[src/rtl/gpio_spi_sched.sv]
// Round-robin scheduler and SPI master for the GPIO expander array.
// Each granted request becomes one 16-bit mode-0 frame to one expander; the response goes back to its requester.
module gpio_spi_sched #(
    parameter int REQ_NUM   = 2,
    parameter int SLAVE_NUM = 2,
    parameter int CLK_DIV   = 2
) (
    input  logic                   clk,
    input  logic                   resetn,
    input  logic [REQ_NUM-1:0]     req_valid,
    output logic [REQ_NUM-1:0]     req_ready,
    input  logic [REQ_NUM-1:0]     req_wr,
    input  logic [2*REQ_NUM-1:0]   req_slave,
    input  logic [2*REQ_NUM-1:0]   req_sel,
    input  logic [3*REQ_NUM-1:0]   req_addr,
    input  logic [8*REQ_NUM-1:0]   req_wdata,
    output logic [REQ_NUM-1:0]     rsp_valid,
    output logic [7:0]             rsp_rdata,
    output logic                   rsp_err,
    output logic                   sclk,
    output logic                   mosi,
    input  logic [SLAVE_NUM-1:0]   miso,
    output logic [SLAVE_NUM-1:0]   ss,
    output logic                   busy
);
    localparam int CW = $clog2(CLK_DIV + 1);

    typedef enum logic [2:0] {IDLE, SETUP, SHIFT, HOLD, GAP} state_t;

    state_t               state;
    logic [CW-1:0]        cnt;
    logic [3:0]           bit_cnt;
    logic [15:0]          frame;
    logic [15:0]          capture;
    logic [1:0]           slave_q;
    logic [1:0]           owner;
    logic [1:0]           last_gnt;

    logic                 gnt_any;
    logic [1:0]           gnt_idx;
    logic [1:0]           cand;
    logic [REQ_NUM-1:0]   gnt_onehot;
    logic [15:0]          gnt_frame;
    logic [1:0]           gnt_slave;
    logic [REQ_NUM-1:0]   owner_onehot;
    logic [SLAVE_NUM-1:0] sel_onehot;
    logic                 miso_bit;
    logic                 slave_bad;
    logic                 div_done;
    logic                 take;

    // Search starts one past the last winner so every requester gets a turn.
    // NOTE: every always_comb output gets a default first so no latch is inferred.
    always_comb begin
        gnt_any = 1'b0;
        gnt_idx = '0;
        cand    = '0;
        for (int off = 1; off <= REQ_NUM; off++) begin
            cand = 2'((int'(last_gnt) + off) % REQ_NUM);
            for (int k = 0; k < REQ_NUM; k++) begin
                if (!gnt_any && cand == 2'(k) && req_valid[k]) begin
                    gnt_any = 1'b1;
                    gnt_idx = cand;
                end
            end
        end
    end

    always_comb begin
        gnt_onehot   = '0;
        gnt_frame    = '0;
        gnt_slave    = '0;
        owner_onehot = '0;
        for (int k = 0; k < REQ_NUM; k++) begin
            if (gnt_idx == 2'(k)) begin
                gnt_onehot[k] = 1'b1;
                gnt_frame     = {req_wr[k], req_sel[2*k +: 2], req_addr[3*k +: 3], 2'b00,
                                 req_wr[k] ? req_wdata[8*k +: 8] : 8'h00};
                gnt_slave     = req_slave[2*k +: 2];
            end
            owner_onehot[k] = (owner == 2'(k));
        end
    end

    always_comb begin
        sel_onehot = '0;
        miso_bit   = 1'b0;
        for (int i = 0; i < SLAVE_NUM; i++) begin
            sel_onehot[i] = (slave_q == 2'(i));
            miso_bit      = miso_bit | (miso[i] & sel_onehot[i]);
        end
    end

    assign slave_bad = (int'(slave_q) >= SLAVE_NUM);
    assign div_done  = (cnt == CW'(CLK_DIV));
    // The last GAP cycle doubles as IDLE so back-to-back grants are 34*CLK_DIV+1 apart.
    assign take      = gnt_any && (state == IDLE || (state == GAP && div_done));

    // NOTE: sequential state uses non-blocking assignments only, so every register sees pre-edge values.
    always_ff @(posedge clk or negedge resetn) begin
        if (!resetn) begin
            state     <= IDLE;
            cnt       <= '0;
            bit_cnt   <= '0;
            frame     <= '0;
            capture   <= '0;
            slave_q   <= '0;
            owner     <= '0;
            last_gnt  <= 2'(REQ_NUM - 1);
            req_ready <= '0;
            rsp_valid <= '0;
            rsp_rdata <= '0;
            rsp_err   <= 1'b0;
            sclk      <= 1'b0;
            mosi      <= 1'b0;
            ss        <= '1;
            busy      <= 1'b0;
        end else begin
            req_ready <= '0;
            rsp_valid <= '0;
            case (state)
                IDLE: ;
                SETUP: begin
                    if (cnt == '0) begin
                        if (slave_bad) begin
                            rsp_valid <= owner_onehot;
                            rsp_rdata <= '0;
                            rsp_err   <= 1'b1;
                            busy      <= 1'b0;
                            state     <= IDLE;
                        end else begin
                            ss   <= ~sel_onehot;
                            mosi <= frame[15];
                            cnt  <= cnt + 1'b1;
                        end
                    end else if (div_done) begin
                        sclk    <= 1'b1;
                        capture <= {capture[14:0], miso_bit};
                        bit_cnt <= '0;
                        cnt     <= CW'(1);
                        state   <= SHIFT;
                    end else begin
                        cnt <= cnt + 1'b1;
                    end
                end
                SHIFT: begin
                    if (div_done) begin
                        cnt <= CW'(1);
                        if (!sclk) begin
                            sclk    <= 1'b1;
                            capture <= {capture[14:0], miso_bit};
                        end else begin
                            sclk    <= 1'b0;
                            frame   <= {frame[14:0], 1'b0};
                            mosi    <= frame[14];
                            bit_cnt <= bit_cnt + 1'b1;
                            if (bit_cnt == 4'd15) state <= HOLD;
                        end
                    end else begin
                        cnt <= cnt + 1'b1;
                    end
                end
                HOLD: begin
                    if (div_done) begin
                        ss        <= '1;
                        mosi      <= 1'b0;
                        rsp_valid <= owner_onehot;
                        rsp_rdata <= capture[7:0];
                        rsp_err   <= 1'b0;
                        cnt       <= CW'(1);
                        state     <= GAP;
                    end else begin
                        cnt <= cnt + 1'b1;
                    end
                end
                GAP: begin
                    if (div_done) begin
                        busy  <= 1'b0;
                        state <= IDLE;
                    end else begin
                        cnt <= cnt + 1'b1;
                    end
                end
                default: state <= IDLE;
            endcase

            if (take) begin
                req_ready <= gnt_onehot;
                frame     <= gnt_frame;
                slave_q   <= gnt_slave;
                owner     <= gnt_idx;
                last_gnt  <= gnt_idx;
                cnt       <= '0;
                busy      <= 1'b1;
                state     <= SETUP;
            end
        end
    end
endmodule
[config.mk]
export PLATFORM = sky130hd
export DESIGN_NAME = gpio_spi_sched
export DESIGN_NICKNAME = d
export VERILOG_FILES = /design/src/rtl/gpio_spi_sched.sv
export SDC_FILE = /design/constraint.sdc
export NUM_CORES = 1
export LEC_CHECK = 0
export CAP_MARGIN = 10
export CORE_MARGIN = 8
export CORE_UTILIZATION = 40
export CTS_CLUSTER_DIAMETER = 60
export DETAILED_ROUTE_END_ITERATION = 16
export PLACE_DENSITY_LB_ADDON = 0.2
export SLEW_MARGIN = 30
export SYNTH_ARGS = -nofsm -noshare
export SYNTH_HDL_FRONTEND = slang
export SYNTH_SLANG_ARGS = --single-unit
[constraint.sdc]
create_clock -name clk -period 3.8 [get_ports clk]
set_input_delay 0.76 -clock clk [delete_from_list [all_inputs] [get_ports clk]]
set_output_delay 0.76 -clock clk [all_outputs]
set_load 0.03 [all_outputs]
==> flow_summary.yaml <==
critical_path:
  reg2reg_setup_slack_ps: 1340
  crit_required_ps: 3950
  r2r-start: "cnt[0]"
  reg2reg_to: "frame[2]"
  worstSetupStartpoint: "req_valid[0]"
  criticalPathCategory: "in2reg"
  startpoint_type: "input port"
  critPathMaxFanout: 25
  end_kind: "register"
  worst-r2r-cell-count: 6
  critPathArrivalTime_ps: 2730
die:
  die_area_um2: 9890
  core_area_um2: 6760
  die_h_um: 99.4
  initial_core_util: 0.412
  rows: 30
  ios: 56
  chipWidth_um: 99.4
finish:
  drive_gt1_frac: 0.105
  fin_nets: 356
  multiInputGateArea_um2: 1290
  fillCellCount: 649
  seqCellArea_um2: 1380
  num_antenna_cells: 0
  area_growth_pct: 23.6
power:
  finalPower_mw: 2.28
  irDropWorstVdd_v: 0.000237
  power_density_nw_per_um2: 664
  leakage_nw: 1.47
clock_network:
  hold_buffers: 0
  root_buffer: "clkbuf_8"
  insertion_delay_ps: 310
  cts_sinks: 55
  cts_tree: "built"
  h-tree-depth: 2
  ctsResizeCount: 0
  cts_buffers: 5
  path_clk_slew_ps: 100
  clockBufferDepth: 2
  postCtsSetupBuffers: 0
placement:
  portBuffers: 55
  finalWeightedCongestion: 0.743
  dpl.hpwl_mm: 4.54
  post-place-ws_ps: 906
sta:
  tns_ps: 0
  fin_skew_ps: 9.37
  setup_ws_ps: 1230
  maxSlewViolCount: 0
  setup_viol: 0
  fin_crit_ps: 2570
  hold-worst-slack_ps: 450
  fmax_mhz: 389
  post-route-period-util: 0.677
  tightest_slew_ps: 869
  slew_headroom: 0.419
  hold_viol: 0
  grt_setup_unrepaired: "no"
detailed_routing:
  via_per_inst: 5.49
  wirelength_mm: 6.15
  routed-via-count: 2167
  drt_iter0_markers: 102
  dr.pass1.iters: 4
  drcViolationCount: 0
  final_antenna_net_count: 0
  wl_per_cell_um: 15.6
synthesis:
  synth_largest_area_cell: "dfrtp_1"
  synth-edff-count: 0
  yosys_register_bits: 55
  ys_seq_area_frac: 0.496
  avgSynthCellArea_um2: 10.3
  synth_flop_cell: "dfrtp_1"
  synthArstFlopShare: 1.00
  synth_warnings: 0
  ys_top_cells_by_area: "dfrtp_1 47%, mux2_4 4.3%, o21ai_0 4.0%, nand2_1 3.9%, a22o_1 3.5%"
  synth_most_common_cell: "dfrtp_1"
  ys_types: 47
  synth_cells: 270
  netlist_area_um2: 2790
  synth_commonest_cells: "52 x dfrtp_1, 29 x nand2_1, 22 x o21ai_0"
  syn_nets: 312
  yosys.area.top_type_share: 0.467
worst_hold_path:
  hold_path.class: "in2async"
job:
  drv_cap: 0
global_routing:
  antenna_found_initial: 0
  grt_pass1_vias: 2228
  grt_overflow_total: 0
  grt.total_usage: 0.132
  grt_pass1_wl_mm: 10.7
  grt_max_degree: 30
status:
  status: "completed"
cell usage in the layout, fill, tap and decap left out, drive strengths merged, types with 4 or more instances in the layout:
master	count
dfrtp	52
o21ai	24
and3	5
nand3b	5
clkdlybuf4s50	54
a22o	11
a21o	4
nand3	4
mux2	13
ha	4
nor2	16
a21oi	6
inv	7
nand2	29
a31oi	12
nor2b	8
nand2b	4
a221oi	7
clkbuf	5
a22oi	5
and2	6
cell families (layout without fill, tap and decap cells):
| kind of cell | after synthesis | count (layout) | synth area share |
|---|---|---|---|
| mux | 15 | 15 | 0.0705 |
| compound gates | 84 | 84 | 0.214 |
| buf+inv | 26 | 71 | 0.0422 |
| fa+ha+maj | 4 | 4 | 0.0180 |
| flops | 55 | 55 | 0.496 |
| simple gates | 86 | 86 | 0.160 |
through the flow:
| step | instance area [um^2] | utilization | cells |
|---|---|---|---|
| final | 3440 | 0.509 | 395 |
| after floorplan | 2790 | - | 270 |
| after detailed placement | 3350 | 0.496 | 387 |
| after global routing | 3440 | 0.509 | 395 |
| after global placement | 3350 | 0.496 | 387 |
| after CTS | 3440 | 0.509 | 395 |
cell type report:
| class | count | share of cell area |
|---|---|---|
| Clock inverter | 3 | 0.00654 |
| Tap cell | 80 | 0.0291 |
| Inverter | 6 | 0.00654 |
| Timing Repair Buffer | 57 | 0.163 |
| Clock buffer | 5 | 0.0200 |
| Sequential cell | 55 | 0.401 |
| Multi-Input combinational cell | 189 | 0.374 |
power by group:
part | total, mW | switching, mW | internal (mW) | leakage (nW)
Clock | 0.325 | 0.193 | 0.132 | 0.0485
Sequential | 0.982 | 0.191 | 0.791 | 0.696
Combinational | 0.977 | 0.517 | 0.460 | 0.730
worst max-delay path by stage:
stage                 to  slack (ps)  cells past startpoint
2_1_floorplan  frame[13]        1910                      6
3_3_place_gp    frame[2]         980                      5
3_5_place_dp    frame[7]         910                      5
4_1_cts         frame[7]        1230                      5
5_1_grt         frame[2]         990                      5
6_report        frame[2]        1230                      5
state kept, by name, summed over array words and instances (netlist names):
name / cells
frame: 16
capture: 8
rsp_rdata: 8
bit_cnt: 4
state: 3
cnt: 2
req_ready: 2
rsp_valid: 2
slave_q: 2
ss: 2
busy: 1
last_gnt: 1
mosi: 1
owner: 1
rsp_err: 1
sclk: 1
critical path, stage by stage:
cell	delay (ps)
clkdlybuf4s50_1	630
or2_1	160
nand3_1	610
a221oi_1	480
a31oi_1	70
layer usage:
metal	vias to the layer above	GRT usage	wire [um]
met2	50	0.204	2830
met3	7	0.0370	301
met5	-	0	0
met4	0	0.0524	104
li1	1069	-	-
met1	1041	0.171	2920
(Power assumes the default switching activity.)
